### config.mk
export PLATFORM = sky130hd
export DESIGN_NAME = store_rmw_unit
export DESIGN_NICKNAME = d
export VERILOG_FILES = /design/src/rtl/mem_pkg.sv /design/src/rtl/store_lane_merge.sv /design/src/rtl/store_rmw_unit.sv
export SDC_FILE = /design/constraint.sdc
export NUM_CORES = 1
export LEC_CHECK = 0
export BUFFER_PORTS_ARGS = -buffer_cell sky130_fd_sc_hd__buf_2
export CAP_MARGIN = 20
export CELL_PAD_IN_SITES_DETAIL_PLACEMENT = 0
export CELL_PAD_IN_SITES_GLOBAL_PLACEMENT = 1
export CORE_AREA = 2 2 123 125
export DETAILED_ROUTE_END_ITERATION = 7
export DIE_AREA = 0 0 125 127
export GPL_TIMING_DRIVEN = 0
export PLACE_DENSITY = 0.88
export SLEW_MARGIN = 25
export SYNTH_ARGS = -nofsm -noshare
export SYNTH_HDL_FRONTEND = slang
export SYNTH_SLANG_ARGS = --single-unit
### constraint.sdc
create_clock -name clk -period 3.6 [get_ports clk]
set_input_delay 0.18 -clock clk [delete_from_list [all_inputs] [get_ports clk]]
set_output_delay 0.18 -clock clk [all_outputs]
set_load 0.02 [all_outputs]
### src/rtl/mem_pkg.sv
// rtl/mem_pkg.sv - shared access-size and store-FSM state encodings
package mem_pkg;
  typedef enum logic [1:0] {
    SZ_BYTE  = 2'b00,
    SZ_HALF  = 2'b01,
    SZ_WORD  = 2'b10,
    SZ_DWORD = 2'b11
  } size_e;

  typedef enum logic [1:0] {
    IDLE  = 2'b00,
    READ  = 2'b01,
    WAIT  = 2'b10,
    WRITE = 2'b11
  } state_e;
endpackage

### src/rtl/store_lane_merge.sv
// rtl/store_lane_merge.sv - byte-lane merge of store data into a RAM word, with fault/full detection
module store_lane_merge
  import mem_pkg::*;
#(
  parameter int DATA_W = 32,
  localparam int NB = DATA_W / 8,
  localparam int OW = $clog2(NB)
) (
  input  logic [OW-1:0]     off,
  input  logic [1:0]        size,
  input  logic [DATA_W-1:0] wdata,
  input  logic [DATA_W-1:0] rdata,
  output logic [DATA_W-1:0] merged,
  output logic              fault,
  output logic              full
);
  logic [3:0] nbytes;

  always_comb begin
    nbytes = 4'd1 << size;
    fault  = (size == SZ_DWORD && DATA_W == 32) || (int'(off) + int'(nbytes) > NB);
    full   = !fault && (int'(nbytes) == NB);
    merged = rdata;
    // Lanes [off, off+nbytes) take successive low bytes of the store data.
    for (int i = 0; i < NB; i++) begin
      if (i >= int'(off) && i < int'(off) + int'(nbytes))
        merged[8*i +: 8] = wdata[8*(i - int'(off)) +: 8];
    end
  end
endmodule

### src/rtl/store_rmw_unit.sv
// rtl/store_rmw_unit.sv - sub-word store unit doing read-modify-write on a word-wide RAM
module store_rmw_unit
  import mem_pkg::*;
#(
  parameter int DATA_W  = 32,
  parameter int ADDR_W  = 32,
  parameter int RAM_LAT = 1,
  localparam int OW = $clog2(DATA_W / 8)
) (
  input  logic              clk,
  input  logic              rst,
  input  logic              req_valid,
  output logic              req_ready,
  input  logic [ADDR_W-1:0] req_addr,
  input  logic [1:0]        req_size,
  input  logic [DATA_W-1:0] req_data,
  output logic [ADDR_W-OW-1:0] ram_addr,
  output logic              ram_re,
  output logic              ram_we,
  input  logic [DATA_W-1:0] ram_rdata,
  output logic [DATA_W-1:0] ram_wdata,
  output logic              done,
  output logic              err
);
  state_e              state, state_n;
  logic [ADDR_W-1:0]   addr_q;
  logic [1:0]          size_q;
  logic [DATA_W-1:0]   data_q;
  logic [DATA_W-1:0]   wdata_q;
  logic                fault_q;
  logic [1:0]          cnt;
  logic [OW-1:0]       sel_off;
  logic [1:0]          sel_size;
  logic [DATA_W-1:0]   sel_data;
  logic [DATA_W-1:0]   merged;
  logic                fault, full, accept, sample;

  // While idle the merger classifies the incoming request; afterwards it merges the latched one.
  assign sel_off  = (state == IDLE) ? req_addr[OW-1:0] : addr_q[OW-1:0];
  assign sel_size = (state == IDLE) ? req_size : size_q;
  assign sel_data = (state == IDLE) ? req_data : data_q;
  assign accept   = req_valid && (state == IDLE);
  assign sample   = (state == WAIT) && (cnt == 2'(RAM_LAT - 1));

  store_lane_merge #(.DATA_W(DATA_W)) u_merge (
    .off    (sel_off),
    .size   (sel_size),
    .wdata  (sel_data),
    .rdata  (ram_rdata),
    .merged (merged),
    .fault  (fault),
    .full   (full)
  );

  always_ff @(posedge clk) begin
    if (rst) begin
      state   <= IDLE;
      addr_q  <= '0;
      size_q  <= '0;
      data_q  <= '0;
      wdata_q <= '0;
      fault_q <= 1'b0;
      cnt     <= '0;
    end else begin
      state <= state_n;
      if (accept) begin
        addr_q  <= req_addr;
        size_q  <= req_size;
        data_q  <= req_data;
        wdata_q <= req_data;
        fault_q <= fault;
        cnt     <= '0;
      end
      if (state == WAIT) cnt <= cnt + 2'd1;
      if (sample) wdata_q <= merged;
    end
  end

  always_comb begin
    state_n = state;
    case (state)
      IDLE:    if (req_valid) state_n = (fault || full) ? WRITE : READ;
      READ:    state_n = WAIT;
      WAIT:    if (sample) state_n = WRITE;
      default: state_n = IDLE;
    endcase
  end

  // Strobes are masked during reset so an abandoned store never writes or completes.
  assign req_ready = (state == IDLE);
  assign ram_re    = (state == READ) && !rst;
  assign ram_we    = (state == WRITE) && !fault_q && !rst;
  assign done      = ram_we;
  assign err       = (state == WRITE) && fault_q && !rst;
  assign ram_addr  = addr_q[ADDR_W-1:OW];
  assign ram_wdata = wdata_q;
endmodule
==> run_results.csv, run 1 <==
group,metric,value,unit
logic_synthesis,avgSynthCellArea,8.82,um^2
final_layout,final_area,6820,um^2
grt,grt_util_all_layers,21.4,%
final_layout,final_cells,982,
setup_path,worstPathArrival,3.70,ns
grt,grt_max_degree,17,
die,start_util,37.6,%
power,power.switching,2.41,mW
sta,maxSlewHeadroom,44.3,%
power,p_sw_share,41.7,%
grt,grt_pass1_wl,26500,um
clock_tree,ctsHoldBuffers,0,
logic_synthesis,synthFlopType,"dfxtp_1",
clock_tree,cts_max_level,3,
die,ios,168,
setup_path,cp_data_required_time,3.90,ns
setup_path,reg2reg_depth,13,
clock_tree,clock_latency,0.36,ns
sta,worst_slack,0.209,ns
sta,tightest_slew,0.832,ns
die,row_count,44,
routing,drtIter0Drc,483,
setup_path,end_kind,"register",
setup_path,crit_fanout,10,
grt,antenna_found_initial,0,
routing,drt-pass1-iter-count,5,
sta,fin_crit,3.39,ns
clock_tree,cts.sinks,103,
power,ir_drop,0.000386,V
power,total_power,5.78,mW
logic_synthesis,synthTopCellsByArea,"dfxtp_1, mux4_2, nand2_1, a21oi_1, mux2i_1",
sta,max_freq,0.295,GHz
outcome,outcome,"complete, no violations",
routing,viasPerCell,5.28,
sta,rsz0062_at_grt,"no",
routing,wl_per_cell,17.3,um
clock_tree,cts_buffer_depth,2,
setup_path,regToRegStartpoint,"state[0]",
die,die_h,127,um
sta,setup_viol,0,
placed_design,dpl.hpwl,13200,um
placed_design,post-place-ws,-0.0815,ns
power,clockPowerShare,17.2,%
power,p_leak,3.15,nW
setup_path,cp-startpoint,"state[0]",
sta,slew_viol_final,0,
power,combPwrFrac,54.7,%
logic_synthesis,synth_edf_count,0,
placed_design,globalplace.congestion,0.914,
sta,tns,0,ns
final_layout,antenna-diode-count,0,
min_path,hold_class,"primary input to register",
logic_synthesis,yosysUniqueCellTypes,34,
placed_design,dp_cells,967,
setup_path,endpoint,"ram_wdata[16]",
routing,wirelength,17000,um
power,power_report.internal_total,3.37,mW
final_layout,area_growth,25.6,%
grt,grt_pass1_vias,4941,
logic_synthesis,mappedNetlistArea,5430,um^2
run,drv_cap,0,
grt,grt_overflow,0,
clock_tree,cts_buffers,9,
routing,drc,0,
clock_tree,clk_pin_slew,0.07,ns
logic_synthesis,ys_seq_elements,103,
final_layout,fin_nets,903,
sta,whs,0.0197,ns
final_layout,drive_gt1_share,34.6,%
logic_synthesis,yosys_warnings,0,
logic_synthesis,synth_top_area_cell,"dfxtp_1",
logic_synthesis,postSynthCellCount,616,
setup_path,reg2reg_to,"ram_wdata[16]",
power,power_density,848,nW/um^2
logic_synthesis,syn-num-nets,726,
die,coreArea,14400,um^2
die,die_area,15900,um^2
logic_synthesis,synth-async-reset-ratio,0,%
logic_synthesis,seq_area_frac_synth,38.0,%
placed_design,place_area,6500,um^2
setup_path,ff2ff_setup_slack,0.21,ns
placed_design,io_buffers,167,
routing,vias,5189,
die,die_w,125,um
final_layout,utilization,47.3,%
logic_synthesis,synth.top_cell.area_share,38.0,%
setup_path,cp-start-kind,"register",
setup_path,critPathKind,"register to register",
sta,finalHoldViolCount,0,
power,seq_power_share,28.1,%
clock_tree,cts_tree,"built",
clock_tree,cts_root_buffer,"clkbuf_16",
sta,period_share,94.2,%
final_layout,fill_cells,1448,
routing,ant_nets,0,
sta,fin_skew,0.00889,ns
[placed cells by master (no fill, tap or decap), types with 4 or more instances in the layout]
master	count
dfxtp_1	103
buf_4	33
inv_1	11
o21ai_0	7
nor2b_1	4
mux2i_1	32
mux4_2	33
buf_2	185
clkbuf_16	9
a21oi_1	96
o22ai_1	9
nand2_1	162
a31oi_1	9
a211o_1	17
clkbuf_1	20
nor2_1	20
a21boi_0	8
ha_1	8
[kinds of logic after synthesis]
group	after synthesis	share of synthesized area [%]
compound gates	153	16.5
fa+ha+maj	9	2.21
flops	103	38.0
mux	67	20.0
simple gates	200	14.6
buf+inv	84	8.66
[state kept, by name, indices dropped and copies added, names as in the netlist]
register   flops
state          2
cnt            2
ram_wdata     32
fault_q        1
addr_q        32
data_q        32
size_q         2
[final cells by class]
class	count	area [um^2]	share of cell area, %
clock buffer	13	250	3.67
clock inverter	3	42.5	0.624
sequential	103	2060	30.2
tap	184	230	3.37
multi-input combinational	429	2920	42.7
timing repair buffer	168	856	12.5
inverter	12	45.0	0.660
buffer	70	420	6.16
[layer usage]
metal  part of all wire [%]  global-route usage [%]
met1                     44                    28.9
met3                    8.8                    4.77
met4                    2.1                    8.17
met5                      0                       0
met2                     45                    33.7
[power by group through the flow]
stage | registers, mW | clock network, mW | logic (mW)
5_1_grt | 1.66 | 1.05 | 3.43
6_report | 1.63 | 0.992 | 3.17
4_1_cts | 1.62 | 1.01 | 3.15
2_1_floorplan | 1.79 | 0 | 2.09
3_3_place_gp | 1.64 | 0 | 3.06
3_5_place_dp | 1.65 | 0 | 3.10
[worst max-delay path, stage by stage, from the launching register on]
cell	delay, ns
dfxtp_1	0.33
inv_1	0.10
ha_1	0.18
buf_2	0.22
mux2i_4	0.41
clkbuf_4	0.31
inv_1	0.08
ha_1	0.19
inv_1	0.06
fa_1	0.46
nand2b_1	0.19
a211o_1	0.41
nor2_1	0.26
a211o_1	0.13
[synthesized netlist by cell type, drive strengths merged (2+ instances only)]
master	number
a211o	18
nand2	162
nand2b	3
o21ai	9
nor3	2
inv	12
o22ai	9
mux4	33
a21boi	8
a21oi	97
mux2i	33
nor2b	4
or3	2
clkbuf	18
ha	8
dfxtp	103
a31oi	9
buf	54
nor2	22
[worst min path at each step]
stage	start	to	slack [ns]	cells past startpoint
global route	ram_rdata[5]	ram_wdata[5]	0.02	2
global placement	ram_rdata[21]	ram_wdata[21]	0.39	2
CTS	ram_rdata[7]	ram_wdata[7]	0.02	2
floorplan	ram_rdata[0]	ram_wdata[0]	0.30	1
finish	ram_rdata[5]	ram_wdata[5]	0.02	2
detailed placement	ram_rdata[7]	ram_wdata[7]	0.39	2
[what timing repair did]
action	4_1_cts	5_1_grt
buffers inserted	1	0
endpoints found under the setup margin	16	33
gates resized for setup	2	6
pin swaps	0	0
No activity file was read; power rests on OpenSTA's default activity.
==> run 2, diff against run 1 <==
==> constraint.sdc (replaced) <==
create_clock -name clk -period 3.52 [get_ports clk]
set_input_delay 0.176 -clock clk [delete_from_list [all_inputs] [get_ports clk]]
set_output_delay 0.176 -clock clk [all_outputs]
set_load 0.02 [all_outputs]
==> run 2 against run 1 <==
Maximum frequency is 2.1% higher. Power rose by 3.5%. Register-to-register slack barely moved. Sequential cell count is the same. Clock-buffer cell count stayed put. Sequential share of layout area decreased by 0.19 points. Die area stayed put. Clock power hardly changed. Global-route usage about the same. Sequential power about the same. Non-clock buffer count increased by 3. Critical path type unchanged. Critical endpoint is now ram_wdata[17]. Largest power group unchanged. Highest routed layer unchanged.
==> run_results.csv, run 2 (synthesis gave the netlist of run 1 again) <==
group,metric,value,unit
final_layout,area_growth,26.4,%
clock_tree,clk_pin_slew,0.07,ns
clock_tree,cts.sinks,103,
outcome,outcome,"complete, no violations",
power,ir_drop,0.000393,V
routing,wl_per_cell,17.4,um
final_layout,drive_gt1_share,35.1,%
setup_path,regToRegStartpoint,"state[0]",
final_layout,utilization,47.6,%
grt,met3_usage,4.98,%
routing,wirelength,17100,um
routing,vias,5194,
sta,max_freq,0.301,GHz
die,start_util,37.6,%
die,die_h,127,um
final_layout,final_area,6860,um^2
sta,fin_skew,0.00954,ns
placed_design,dpl.hpwl,13200,um
routing,viasPerCell,5.27,
grt,antenna_found_initial,0,
clock_tree,cts_max_level,3,
placed_design,io_buffers,167,
min_path,min_to,"ram_wdata[7]",
grt,busiest_layer,"met2",
setup_path,ff2ff_setup_slack,0.20,ns
die,row_count,44,
die,ios,168,
setup_path,cp-start-kind,"register",
sta,whs,0.0159,ns
sta,period_share,94.4,%
grt,grt_util_met2,33.5,%
clock_tree,cts_buffers,9,
final_layout,final-seq-area,2060,um^2
clock_tree,ctsHoldBuffers,0,
die,die_area,15900,um^2
placed_design,globalplace.congestion,0.914,
power,power_density,872,nW/um^2
grt,grt_overflow,0,
setup_path,reg2reg_to,"ram_wdata[17]",
sta,slew_viol_final,0,
die,die_w,125,um
setup_path,cp_data_required_time,3.83,ns
clock_tree,cts_buffer_depth,2,
setup_path,end_kind,"register",
grt,grt_max_degree,17,
grt,grt_pass1_wl,26500,um
sta,tightest_slew,0.860,ns
sta,setup_viol,0,
sta,finalHoldViolCount,0,
setup_path,crit_fanout,19,
setup_path,worstPathCellList,"inv_1 -> ha_1 -> buf_2 -> buf_12 -> or3_1 -> o31ai_1 -> ha_1 -> inv_1 -> fa_1 -> mux4_2 -> a211o_1 -> nor2_1 -> a211o_1",
min_path,holdPathStages,2,
placed_design,place_area,6500,um^2
final_layout,multi_input_area,2930,um^2
sta,rsz0062_at_grt,"no",
sta,fin_crit,3.32,ns
routing,drt-pass1-iter-count,6,
grt,gr-usage-met1,28.9,%
sta,tns,0,ns
min_path,hold_class,"primary input to register",
clock_tree,cts_tree,"built",
setup_path,critPathKind,"register to register",
grt,grt_util_all_layers,21.4,%
power,p_leak,3.17,nW
power,total_power,5.99,mW
run,drv_cap,0,
grt,grt_pass1_vias,4922,
clock_tree,clock_latency,0.36,ns
routing,ant_nets,0,
final_layout,layout_commonest_cell,"buf_2",
clock_tree,cts_root_buffer,"clkbuf_16",
setup_path,worstPathArrival,3.63,ns
routing,drc,0,
die,coreArea,14400,um^2
setup_path,max_stage_delay,0.40,ns
setup_path,slowest_stage,"mux4_2",
setup_path,reg2reg_depth,13,
final_layout,final_cell_mix,"buf_2, nand2_1, dfxtp_1",
routing,drtIter0Drc,496,
final_layout,fill_cells,1447,
sta,maxSlewHeadroom,42.4,%
final_layout,antenna-diode-count,0,
final_layout,fin_nets,906,
min_path,min_from,"ram_rdata[7]",
[run 2: layout make-up]
| type | instances | share of cell area [%] |
|---|---|---|
| inverter | 12 | 0.656 |
| tap | 184 | 3.35 |
| multi-input combinational | 429 | 42.6 |
| clock inverter | 3 | 0.620 |
| clock buffer | 13 | 3.65 |
| buffer | 70 | 6.25 |
| timing repair buffer | 171 | 12.8 |
| sequential | 103 | 30.0 |
[run 2: worst max path at each step]
stage | startpoint | to | slack (ns) | cells after the start
6_report | state[0] | ram_wdata[17] | 0.20 | 13
2_1_floorplan | state[0] | ram_wdata[10] | 0.22 | 14
4_1_cts | state[0] | ram_wdata[17] | 0.002 | 14
3_3_place_gp | state[0] | ram_wdata[3] | -0.11 | 14
5_1_grt | state[0] | ram_wdata[25] | 0.02 | 13
3_5_place_dp | state[0] | ram_wdata[4] | -0.16 | 14
[run 2: critical path, delay by kind of cell, from the launching register on]
kind            cells  cell delay, ns
flops               1            0.37
buf+inv             4            0.51
simple gates        2            0.58
fa+ha+maj           3            0.79
compound gates      3            0.62
mux                 1            0.40
[run 2: through the flow]
stage,instances,worst slack [ns]
final,985,0.198
after global routing,985,0.0197
after CTS,983,0.00158
after detailed placement,967,-0.162
after global placement,967,-0.108
after floorplan,616,0.217
[run 2: what timing repair did]
item                                    CTS  global route
endpoints found under the setup margin   32            33
setup buffers                             1             3
pin swaps                                 1             0
gates resized for setup                   9             4
[run 2: power by group]
part	switching [mW]	internal, mW
registers	0.184	1.48
clock network	0.444	0.571
logic	1.87	1.44
[run 2: routing by layer]
metal,wire [um],vias to the layer above
met5,0,-
met4,353,0
met3,1580,19
met2,7720,245
met1,7480,2444
li1,-,2486
